==> src/rtl/half_cycle_pkg.sv <==
// Shared types and helpers for the mixed-edge half-cycle pipeline.
// HALF_CYCLE_PIPE_PARITY_EN widens every stage by one parity bit.
package half_cycle_pkg;

  typedef enum logic {
    EDGE_POS,
    EDGE_NEG
  } edge_e;

`ifdef HALF_CYCLE_PIPE_PARITY_EN
  localparam int PAR_W = 1;
`else
  localparam int PAR_W = 0;
`endif

  function automatic edge_e stage_edge(
    input int k,
    input bit first
  );
    return ((first ^ k[0]) == 1'b0) ? EDGE_POS : EDGE_NEG;
  endfunction

endpackage

==> src/rtl/half_cycle_pipe_stage.sv <==
// One register stage of the half-cycle pipeline.
// Captures on the clock edge selected by EDGE; rst > flush > en.
module half_cycle_stage
  import half_cycle_pkg::*;
#(
  parameter edge_e EDGE = EDGE_POS,
  parameter int    W    = 8
) (
  input  logic         clk,
  input  logic         rst,
  input  logic         en,
  input  logic         flush,
  input  logic         d_valid,
  input  logic [W-1:0] d,
  output logic         q_valid,
  output logic [W-1:0] q
);

  logic         valid_q;
  logic         valid_d;
  logic [W-1:0] data_q;
  logic [W-1:0] data_d;

  always_comb begin
    valid_d = valid_q;
    data_d  = data_q;
    if (rst) begin
      valid_d = 1'b0;
      data_d  = '0;
    end else if (flush) begin
      valid_d = 1'b0;
    end else if (en) begin
      valid_d = d_valid;
      data_d  = d;
    end
  end

  if (EDGE == EDGE_POS) begin : g_pos
    always_ff @(posedge clk) begin
      valid_q <= valid_d;
      data_q  <= data_d;
    end
  end else begin : g_neg
    always_ff @(negedge clk) begin
      valid_q <= valid_d;
      data_q  <= data_d;
    end
  end

  assign q_valid = valid_q;
  assign q       = data_q;

endmodule

==> src/rtl/half_cycle_pipe.sv <==
// Mixed-edge pipeline top: stage chain, transfer counter, parity.
// Optional parity path enabled by HALF_CYCLE_PIPE_PARITY_EN.
module half_cycle_pipe
  import half_cycle_pkg::*;
#(
  parameter int WIDTH       = 8,
  parameter int HALF_STAGES = 2,
  parameter bit FIRST_EDGE  = 1'b0,
  parameter int CNT_W       = 16
) (
  input  logic             clk,
  input  logic             rst,
  input  logic             en,
  input  logic             flush,
  input  logic             in_valid,
  input  logic [WIDTH-1:0] in_data,
`ifdef HALF_CYCLE_PIPE_PARITY_EN
  input  logic             par_inj,
`endif
  output logic             out_valid,
  output logic [WIDTH-1:0] out_data,
  output logic [CNT_W-1:0] xfer_cnt,
  output logic             par_err
);

  localparam int    DW   = WIDTH + PAR_W;
  localparam int    LAST = HALF_STAGES - 1;
  localparam edge_e LEDG = stage_edge(LAST, FIRST_EDGE);

  // index 0 is the pipe input, index k+1 is stage k
  logic          vld [HALF_STAGES+1];
  logic [DW-1:0] dat [HALF_STAGES+1];

  assign vld[0] = in_valid;
`ifdef HALF_CYCLE_PIPE_PARITY_EN
  assign dat[0] = {par_inj ^ (^in_data), in_data};
`else
  assign dat[0] = in_data;
`endif

  for (genvar g = 0; g < HALF_STAGES; g++) begin : g_stage
    half_cycle_stage #(
      .EDGE (stage_edge(g, FIRST_EDGE)),
      .W    (DW)
    ) u_stage (
      .clk     (clk),
      .rst     (rst),
      .en      (en),
      .flush   (flush),
      .d_valid (vld[g]),
      .d       (dat[g]),
      .q_valid (vld[g+1]),
      .q       (dat[g+1])
    );
  end

  logic             load_last;
  logic [CNT_W-1:0] cnt_q;
  logic [CNT_W-1:0] cnt_d;

  assign load_last = !rst && !flush && en && vld[LAST];

  always_comb begin
    cnt_d = cnt_q;
    if (rst) begin
      cnt_d = '0;
    end else if (load_last && (cnt_q != '1)) begin
      cnt_d = cnt_q + 1'b1;
    end
  end

`ifdef HALF_CYCLE_PIPE_PARITY_EN
  logic perr_q;
  logic perr_d;

  // good words carry even overall parity
  always_comb begin
    perr_d = perr_q;
    if (rst) begin
      perr_d = 1'b0;
    end else if (load_last && (^dat[LAST])) begin
      perr_d = 1'b1;
    end
  end

  assign par_err = perr_q;
`else
  assign par_err = 1'b0;
`endif

  if (LEDG == EDGE_POS) begin : g_cnt_pos
    always_ff @(posedge clk) begin
      cnt_q <= cnt_d;
`ifdef HALF_CYCLE_PIPE_PARITY_EN
      perr_q <= perr_d;
`endif
    end
  end else begin : g_cnt_neg
    always_ff @(negedge clk) begin
      cnt_q <= cnt_d;
`ifdef HALF_CYCLE_PIPE_PARITY_EN
      perr_q <= perr_d;
`endif
    end
  end

  assign out_valid = vld[HALF_STAGES];
  assign out_data  = dat[HALF_STAGES][WIDTH-1:0];
  assign xfer_cnt  = cnt_q;

endmodule

==> config.mk <==
export PLATFORM = sky130hd
export DESIGN_NAME = half_cycle_pipe
export DESIGN_NICKNAME = d
export VERILOG_FILES = /design/src/rtl/half_cycle_pkg.sv /design/src/rtl/half_cycle_pipe_stage.sv /design/src/rtl/half_cycle_pipe.sv
export SDC_FILE = /design/constraint.sdc
export NUM_CORES = 1
export LEC_CHECK = 0
export BUFFER_PORTS_ARGS = -buffer_cell sky130_fd_sc_hd__buf_2
export CORE_MARGIN = 5
export CORE_UTILIZATION = 48
export CTS_CLUSTER_DIAMETER = 80
export DETAILED_ROUTE_END_ITERATION = 8
export GPL_TIMING_DRIVEN = 0
export PLACE_DENSITY = 0.75
export SETUP_SLACK_MARGIN = 0.4
export SYNTH_ARGS = -nofsm -noshare
export SYNTH_HDL_FRONTEND = slang
export SYNTH_HIERARCHICAL = 1
export SYNTH_SLANG_ARGS = --single-unit
export TNS_END_PERCENT = 20
==> constraint.sdc <==
create_clock -name clk -period 1.8 [get_ports clk]
set_input_delay 0.18 -clock clk [delete_from_list [all_inputs] [get_ports clk]]
set_output_delay 0.18 -clock clk [all_outputs]
set_load 0.005 [all_outputs]
==> impl_metrics.ini <==
[clocking]
cts_tree = done
cts_sinks = 34
ctsRootBufferMaster = clkbuf_4
cts_hold_buf = 0
cts_buffers = 5
clock_latency_ps = 440
cts.htree.levels = 2
clk_pin_slew_worst_paths_ps = 110
clock_path_buffers = 2

[worst_setup_path]
r2r_slack_ps = -610
crit_type = flop to flop
start_kind = flop
cp_max_fo = 5
endpoint_kind = flop
cp.arrival_ps = 1830
cp.required_ps = 1220

[drt]
drc = 0
drt_iter0_drc = 135
drt-total-wl_um = 5880
vias = 1794
drt_first_pass_iters = 4
via_per_inst = 6.06
ant_nets = 0
wl_per_cell_um = 19.9

[power]
finalPower_mw = 1.57
power.share.clock_pct = 43.8
pwr-share-comb_pct = 8.0
intPower_mw = 1.06
p_leak_nw = 1.11
switchingPower_mw = 0.510
seq_power_share_pct = 48.1
ir_worst_vdd_uv = 395
pwr_density_cell_nw_per_um2 = 596
swShare_pct = 32.4

[placed_design]
hpwl_um = 3120
pre_cts_slack_ps = -799
gpl.final_weighted_congestion = 0.854
port_buffers = 37
dp_cells = 253

[die]
die-width_um = 70.0
fp.dieArea_um2 = 4900
num_rows = 21
io_pins = 39
start_util_pct = 50.6
fp.coreArea_um2 = 3420
die_h_um = 70.0

[cells_and_area]
antennaDiodeCount = 0
drive_gt1_share_pct = 53.6
final_cells = 296
fin_nets = 264
area_growth_pct = 52.5

[sta]
rsz0062_at_grt = true
finalSetupViolCount = 42
worstMarginPinSlew_ps = 602
finalHoldViolCount = 0
finalWorstSetupSlack_ps = -608
final-max-slew-violation-count = 0
maxSlewHeadroom_pct = 59.9
skew_ps = 76.9

[logic_synthesis]
synth_edf_count = 0
netlist_area_um2 = 1730
syn_inst = 170
ys_seq_area_share_pct = 39.4
synth_nets = 184
synth_cell_types = 48
ys_seq_elements = 34
synth-main-ff-cell = dfxtp_1
async_flop_share_pct = 0
syn_avg_cell_area_um2 = 10.2
yosys_warnings = 6

[run_status]
violations = negative setup slack
outcome = finished with violations

[grt]
antenna_found_initial = 0
grt_pass1_vias = 1710
grt_first_pass_wirelength_um = 8280
overflow = 0
grt.total_usage_pct = 21.1
grt_max_degree = 24

[run]
cap_violations = 0

[worst_hold_path]
hold_path_class = primary input to flop
-- sequential cells by signal, summed over array words and instances, names as in the netlist --
name / count
g_stage.u_stage/q: 16
g_stage.u_stage/q_valid: 2
xfer_cnt: 16
-- synth_stat cells (2+ instances only) --
master | instances | area share, %
nand4bb_1 | 15 | 9.8
and4_1 | 2 | 1.0
inv_1 | 6 | 1.3
nand4bb_2 | 2 | 1.9
a31oi_1 | 2 | 0.72
o311ai_0 | 4 | 2.0
o21ai_0 | 4 | 1.2
nor2_1 | 8 | 1.7
a21oi_1 | 6 | 1.7
o21ai_2 | 9 | 4.6
buf_6 | 2 | 1.3
a311oi_1 | 2 | 1.0
nand2_1 | 4 | 0.87
o41ai_1 | 3 | 1.5
nor3_1 | 4 | 1.2
nand3_1 | 5 | 1.4
dfxtp_1 | 34 | 39
o21ai_1 | 7 | 2.0
nand4_4 | 2 | 2.5
a211oi_1 | 2 | 0.87
nor4_1 | 2 | 0.72
buf_4 | 2 | 0.87
or3_1 | 3 | 1.1
nand2b_1 | 15 | 5.4
mux2i_1 | 2 | 1.2
-- cells by family after synthesis --
kind of cell / synth area share (%)
XOR/XNOR: 0.507
AND/OR/NAND/NOR: 34.7
other: 0.217
adder cells (fa/ha/maj): 0.723
multiplexers: 2.03
buffers and inverters: 3.98
flip-flops: 39.4
AO/OA/AOI/OAI: 18.5
-- power groups by stage --
stage	combinational [mW]	sequential, mW	clock [mW]
floorplan	0.0668	0.789	0.0921
global placement	0.100	0.791	0.0921
detailed placement	0.107	0.791	0.0921
CTS	0.115	0.761	0.657
global route	0.134	0.757	0.760
finish	0.126	0.757	0.689
-- worst paths after layout --
check / startpoint / to / cells after the start
max: g_stage[0].u_stage/q_valid / xfer_cnt[6] / 5
min: in_data[6] / g_stage[0].u_stage/q[6] / 3
max reg2reg: g_stage[0].u_stage/q_valid / xfer_cnt[6] / 5
min reg2reg: g_stage[1].u_stage/q[4] / g_stage[1].u_stage/q[4] / 2
-- through the flow --
step                util, %  instance area [µm²]  hold WS [ps]  setup TNS [ps]
CTS                    72.2                 2460          81.2           -9430
detailed placement     58.4                 2000           456          -10570
global placement       58.4                 2000           439           -9080
global route           77.2                 2640          77.2          -12650
floorplan                 -                 1750           251           -3930
finish                 77.2                 2640          75.9          -11230
-- per-layer routing --
metal | routed length [µm] | share of wire (%) | global-route usage, %
met5 | 0 | 0 | 0
met4 | 212 | 3.6 | 11.7
met3 | 313 | 5.3 | 5.88
met2 | 3030 | 51 | 35.2
met1 | 2330 | 40 | 24.1
-- layout by cell type, fill, tap and decap left out, drive strengths merged, types with 3 or more instances in the layout --
cell,netlist,layout
buf,5,54
dfxtp,34,34
inv,6,29
o21ai,20,20
nand4bb,17,17
nand2b,16,16
nor2,8,8
clkbuf,1,8
a21oi,6,6
nand3,5,5
o311ai,5,5
nor3,4,4
nor4,4,4
nand2,4,4
nand4,3,3
or3,3,3
o41ai,3,3
-- repair_timing --
action | in CTS | in global routing
endpoints found under the setup margin | 50 | 50
pin swaps | 8 | 8
endpoints found under the hold margin | 0 | 0
cloned | 0 | 0
resized for setup | 75 | 26
setup buffers | 8 | 5
-- layout make-up --
class	instances	area, µm²
Fill cell	222	779
Multi-Input combinational cell	124	1170
Sequential cell	34	763
Clock buffer	6	51.3
Inverter	4	15.0
Clock inverter	26	98.8
Buffer	6	48.8
Tap cell	46	57.6
Timing Repair Buffer	50	432
-- critical path, stage by stage, from the launching register on --
cell,delay (ps)
dfxtp_4,370
and4bb_4,290
buf_4,140
o311ai_4,130
or3_1,380
a21oi_1,150
No activity file was read; power rests on OpenSTA's default activity.
